**config.mk**
```make
export PLATFORM = sky130hd
export DESIGN_NAME = display_scan
export DESIGN_NICKNAME = d
export VERILOG_FILES = /design/src/rtl/display_pkg.sv /design/src/rtl/scan_tick_gen.sv /design/src/rtl/display_scan.sv
export SDC_FILE = /design/constraint.sdc
export NUM_CORES = 1
export LEC_CHECK = 0
export ABC_AREA = 1
export CORE_MARGIN = 8
export CORE_UTILIZATION = 30
export CTS_CLUSTER_DIAMETER = 120
export DETAILED_ROUTE_END_ITERATION = 10
export PLACE_DENSITY = 0.52
export SYNTH_ARGS = -nofsm -noshare
export SYNTH_HDL_FRONTEND = slang
export SYNTH_SLANG_ARGS = --single-unit
```
**constraint.sdc**
```tcl
create_clock -name CLK -period 2.25 [get_ports CLK]
set_clock_uncertainty 0.15 [all_clocks]
set_input_delay 0.3375 -clock CLK [delete_from_list [all_inputs] [get_ports CLK]]
set_output_delay 0.3375 -clock CLK [all_outputs]
set_load 0.02 [all_outputs]
```
**src/rtl/display_pkg.sv**
```systemverilog
// Constants and types shared by the display scan controller and the decoder-side top level.
package display_pkg;
  localparam int          DIGITS   = 4;
  localparam int          NIBBLE_W = 4;
  localparam logic [3:0]  AN_OFF   = 4'b1111;

  typedef logic [1:0] digit_t;
endpackage

```
**src/rtl/scan_tick_gen.sv**
```systemverilog
// Slot prescaler: counts 0..CLK_DIV-1 and flags the slot boundary and the lit window.
module scan_tick_gen #(
  parameter int CLK_DIV = 50000,
  parameter int GUARD   = 2,
  parameter int CW      = (CLK_DIV > 1) ? $clog2(CLK_DIV) : 1
) (
  input  logic          clk,
  input  logic          rst,
  output logic [CW-1:0] cnt,
  output logic          tick,
  output logic          window_next
);

  logic [CW-1:0] cnt_next;

  always_comb begin
    tick        = (cnt == CW'(CLK_DIV - 1));
    cnt_next    = tick ? '0 : cnt + CW'(1);
    // Lookahead so the registered digit enables line up with the count they belong to.
    window_next = (cnt_next >= CW'(GUARD));
  end

  always_ff @(posedge clk) begin
    if (rst) cnt <= '0;
    else     cnt <= cnt_next;
  end

endmodule

```
**src/rtl/display_scan.sv**
```systemverilog
// Four-digit time-multiplexed scan controller with double-buffered value, guard time
// and optional leading-zero blanking. All outputs are registered from next-state values.
module display_scan
  import display_pkg::*;
#(
  parameter int CLK_DIV = 50000,
  parameter int GUARD   = 2
) (
  input  logic        CLK,
  input  logic        RST,
  input  logic [15:0] VALUE,
  input  logic        LOAD,
  input  logic        BLANK_LZ,
  output logic [3:0]  HEX,
  output logic [3:0]  AN,
  output logic        FRAME,
  output logic        PENDING
);

  localparam int CW = (CLK_DIV > 1) ? $clog2(CLK_DIV) : 1;

  logic [CW-1:0] cnt;
  logic          tick;
  logic          window_next;

  digit_t        dig, dig_next;
  logic [15:0]   shadow, shadow_next;
  logic [15:0]   active, active_next;
  logic          pend, pend_next;
  logic          transfer;
  logic [DIGITS-1:0] blank;
  logic [3:0]    hex_next;
  logic [3:0]    an_next;
  logic          frame_next;

  scan_tick_gen #(
    .CLK_DIV (CLK_DIV),
    .GUARD   (GUARD),
    .CW      (CW)
  ) u_tick (
    .clk         (CLK),
    .rst         (RST),
    .cnt         (cnt),
    .tick        (tick),
    .window_next (window_next)
  );

  // LOAD is a one-cycle strobe with no back-pressure; the last strobe before the
  // frame wrap wins, and a strobe on the wrap edge goes straight to the display.
  always_comb begin
    transfer    = tick && (dig == digit_t'(3)) && (pend || LOAD);
    dig_next    = tick ? dig + digit_t'(1) : dig;
    shadow_next = LOAD ? VALUE : shadow;
    active_next = transfer ? (LOAD ? VALUE : shadow) : active;
    pend_next   = transfer ? 1'b0 : (LOAD ? 1'b1 : pend);
  end

  // Blanking cascades down from the top digit; digit 0 always shows.
  always_comb begin
    blank    = '0;
    blank[3] = BLANK_LZ && (active_next[15:12] == 4'h0);
    blank[2] = blank[3] && (active_next[11:8] == 4'h0);
    blank[1] = blank[2] && (active_next[7:4] == 4'h0);
  end

  always_comb begin
    hex_next = active_next[NIBBLE_W*dig_next +: NIBBLE_W];
    an_next  = AN_OFF;
    if (window_next && !blank[dig_next]) an_next[dig_next] = 1'b0;
    // Next cycle is the last of digit 3's slot exactly when the count is one short of it now.
    frame_next = (dig == digit_t'(3)) && (cnt == CW'(CLK_DIV - 2));
  end

  always_ff @(posedge CLK) begin
    if (RST) begin
      dig     <= '0;
      shadow  <= '0;
      active  <= '0;
      pend    <= 1'b0;
      HEX     <= '0;
      AN      <= AN_OFF;
      FRAME   <= 1'b0;
      PENDING <= 1'b0;
    end else begin
      dig     <= dig_next;
      shadow  <= shadow_next;
      active  <= active_next;
      pend    <= pend_next;
      HEX     <= hex_next;
      AN      <= an_next;
      FRAME   <= frame_next;
      PENDING <= pend_next;
    end
  end

endmodule

```
==> impl_metrics.csv <==
group,metric,value,unit
timing,max_freq,476,MHz
cells_and_area,multi_input_area,1390,sq um
setup_path,path_buf_inv,2,
power_and_ir_drop,seqPwrFrac,0.489,
power_and_ir_drop,p_int,1730,uW
power_and_ir_drop,leakagePower,0.00153,uW
setup_path,r2r-start,"u_tick.cnt[6]",
synth,synth-edff-count,0,
grt,grtUsageTotal,0.107,
power_and_ir_drop,pwr-share-comb,0.071,
cells_and_area,fillerInstances,945,
power_and_ir_drop,p_switching,521,uW
cts,cts_buffer_depth,2,
cts,cts.htree.levels,3,
cts,hold_buffers,0,
setup_path,startpoint,"u_tick.cnt[6]",
hold_path,hold_path_depth,2,
synth,synth_fa_ha_area_frac,0.0134,
die,die_w,112,um
grt,first_global_vias,2324,
setup_path,crit_required,2.38,ns
cells_and_area,mostFrequentLayoutCells,"nand2_1 (75), nor2_1 (72), dfxtp_1 (58), inv_1 (41), clkdlybuf4s50_1 (28)",
power_and_ir_drop,ir_drop,0.218,mV
setup_path,start_kind,"flop",
power_and_ir_drop,p_per_area,635,nW/um^2
synth,synth_ff_type,"dfxtp_1",
detailed_routing,viasPerCell,4.41,
synth,synth_compound_area_frac,0.0587,
grt,grt_pass1_wl,10800,um
die,rows,35,
cells_and_area,drive_gt1_frac,0.172,
placed_design,globalplace.congestion,0.836,
synth,synth-async-reset-ratio,0,
placed_design,dpl.hpwl,4880,um
cells_and_area,final_nets,450,
synth,synthXorXnorAreaFrac,0.0318,
synth,synth_seq_cells,60,
synth,synth.cell_area,2790,sq um
power_and_ir_drop,p_sw_frac,0.231,
detailed_routing,final_antenna_net_count,0,
detailed_routing,num_vias,2388,
synth,avgSynthCellArea,7.35,sq um
cells_and_area,final_common_cell,"nand2_1",
setup_path,critPathArrivalTime,2.23,ns
cts,cts_root_buffer,"clkbuf_8",
timing,rsz0062_at_grt,"no",
synth,yosys.area_share.simple,0.351,
setup_path,cp_max_fo,6,
detailed_routing,drtIter0Drc,150,
timing,timing.final.crit_share,0.934,
die,die_y,112,um
placed_design,numPortBuffers,29,
hold_path,hold_start,"active[7]",
detailed_routing,wl_per_cell,12.2,um
setup_path,rrSetupSlack,0.15,ns
timing,max_slew_margin,0.610,
cells_and_area,area_growth,27.1,%
detailed_routing,drc,0,
cells_and_area,num_antenna_cells,0,
setup_path,path_cells,"inv_2 > nor2_2 > nand2_2 > nor2_4 > nand2_4 > buf_4 > xnor2_4 > nand2_2 > o22ai_1 > nor2_1 > nor2_1",
power_and_ir_drop,clockPowerShare,0.440,
setup_path,cp.depth,11,
setup_path,crit_family,"simple AND/OR/NAND/NOR gates",
synth,ys_types,34,
synth,ys_seq_area_frac,0.430,
timing,tightestPinTransition,0.585,ns
cells_and_area,seq_area,1200,sq um
setup_path,cp-end-kind,"flop",
setup_path,crit_type,"reg -> reg",
die,die_area,12600,sq um
power_and_ir_drop,p_total,2250,uW
timing,finalMaxSlewViolations,0,
setup_path,rr_worst_depth,11,
timing,setup_viol,0,
synth,synth_cells,380,
setup_path,critical_path.slowest_cell,"dfxtp_1",
grt,grt_antenna_before_repair,0,
timing,finalHoldViolations,0,
synth,muxShareOfSynthArea,0.0287,
flow_run,cap_violations,0,
synth,syn-num-nets,403,
synth,synth_top_family_by_area,"simple AND/OR/NAND/NOR gates",
detailed_routing,wirelength,6610,um
timing,layout_min_cycle_time,2.10,ns
grt,grt-ovfl-total,0,
die,core_area,9150,sq um
cts,cts_sinks,60,
placed_design,dp_slack,-0.0396,ns
cts,clk_pin_slew,0.07,ns
setup_path,slowest_delay,0.40,ns
run_status,status,"finished, final reports clean",
detailed_routing,first_pass_iters,4,
cts,numCtsBuffers,9,
grt,grt_max_degree,30,
die,start_util,0.305,
timing,worst_slack,0.148,ns
die,num_io_pins,30,
synth,synth_warnings,0,
cts,clkLatencyLatePin,0.34,ns
cts,cts_tree,"built",
hold_path,hold_path.class,"reg -> reg",
-- routing by layer --
metal  up-vias  track usage  wire, um
met5         -            0         0
met4         0       0.0585       113
met3         8       0.0333       293
met2        36        0.157      2830
met1      1056        0.137      3370
li1       1288            -         -
-- cell families (layout without fill, tap and decap cells) --
| group | Yosys count | count (layout) |
|---|---|---|
| compound gates | 28 | 28 |
| xor+xnor | 8 | 8 |
| fa+ha+maj | 3 | 3 |
| buf+inv | 57 | 107 |
| flops | 60 | 60 |
| mux | 8 | 8 |
| simple gates | 216 | 217 |
-- repair_timing --
item / 4_1_cts / 5_1_grt
buffers inserted: 0 / 1
gates resized for setup: 0 / 10
setup endpoints to repair: 0 / 8
hold endpoints to repair: 0 / 0
-- area by class of cell --
cell class	instances	share of cell area
multi-input cells	264	0.392
inverters	46	0.0494
clock buffers	11	0.0427
clock inverters	4	0.0138
flip-flops and latches	60	0.339
repair buffers	46	0.123
well taps	111	0.0392
-- tightest hold or removal path, delay by kind of cell (launching register included) --
family / cells / cell delay, ns
and+or+nand+nor: 1 / 0.06
AOI/OAI and AO/OA: 1 / 0.05
DFF: 1 / 0.30
-- Yosys cell counts (6+ instances only) --
cell type,count,share of area
or2_2,6,0.013
o21ai_0,9,0.016
nor2_1,74,0.10
nor2_2,6,0.013
dfxtp_1,60,0.43
nand2_2,7,0.016
inv_1,41,0.055
nand4_1,6,0.013
o22ai_1,6,0.013
mux2i_1,8,0.029
nand3_1,28,0.050
nand2_1,75,0.10
-- power by group through the flow --
| stage | logic [uW] | clock network [uW] | registers (uW) |
|---|---|---|---|
| floorplan | 83.3 | 0 | 1130 |
| finish | 160 | 991 | 1100 |
| global placement | 157 | 0 | 1120 |
| global route | 179 | 1070 | 1100 |
| CTS | 158 | 1020 | 1100 |
| detailed placement | 157 | 0 | 1120 |
-- final timing paths --
check | end
hold reg to reg | active[7]
setup / recovery | HEX[3]
setup reg to reg | HEX[3]
hold / removal | active[7]
-- flip-flops by register name, indices dropped and copies added (netlist names) --
signal	count
dig	2
active	16
shadow	16
FRAME	1
AN	4
pend	1
HEX	4
u_tick.cnt	16
-- through the flow --
stage | utilization | instance area [sq um] | setup TNS, ns | cells | hold slack (ns)
floorplan | - | 2790 | 0 | 380 | 0.294
global placement | 0.360 | 3290 | -0.217 | 525 | 0.303
detailed placement | 0.360 | 3290 | -0.134 | 525 | 0.305
CTS | 0.382 | 3490 | 0 | 540 | 0.314
global route | 0.388 | 3550 | 0 | 542 | 0.322
finish | 0.388 | 3550 | 0 | 542 | 0.312
Power figures use the tool's default switching activity.
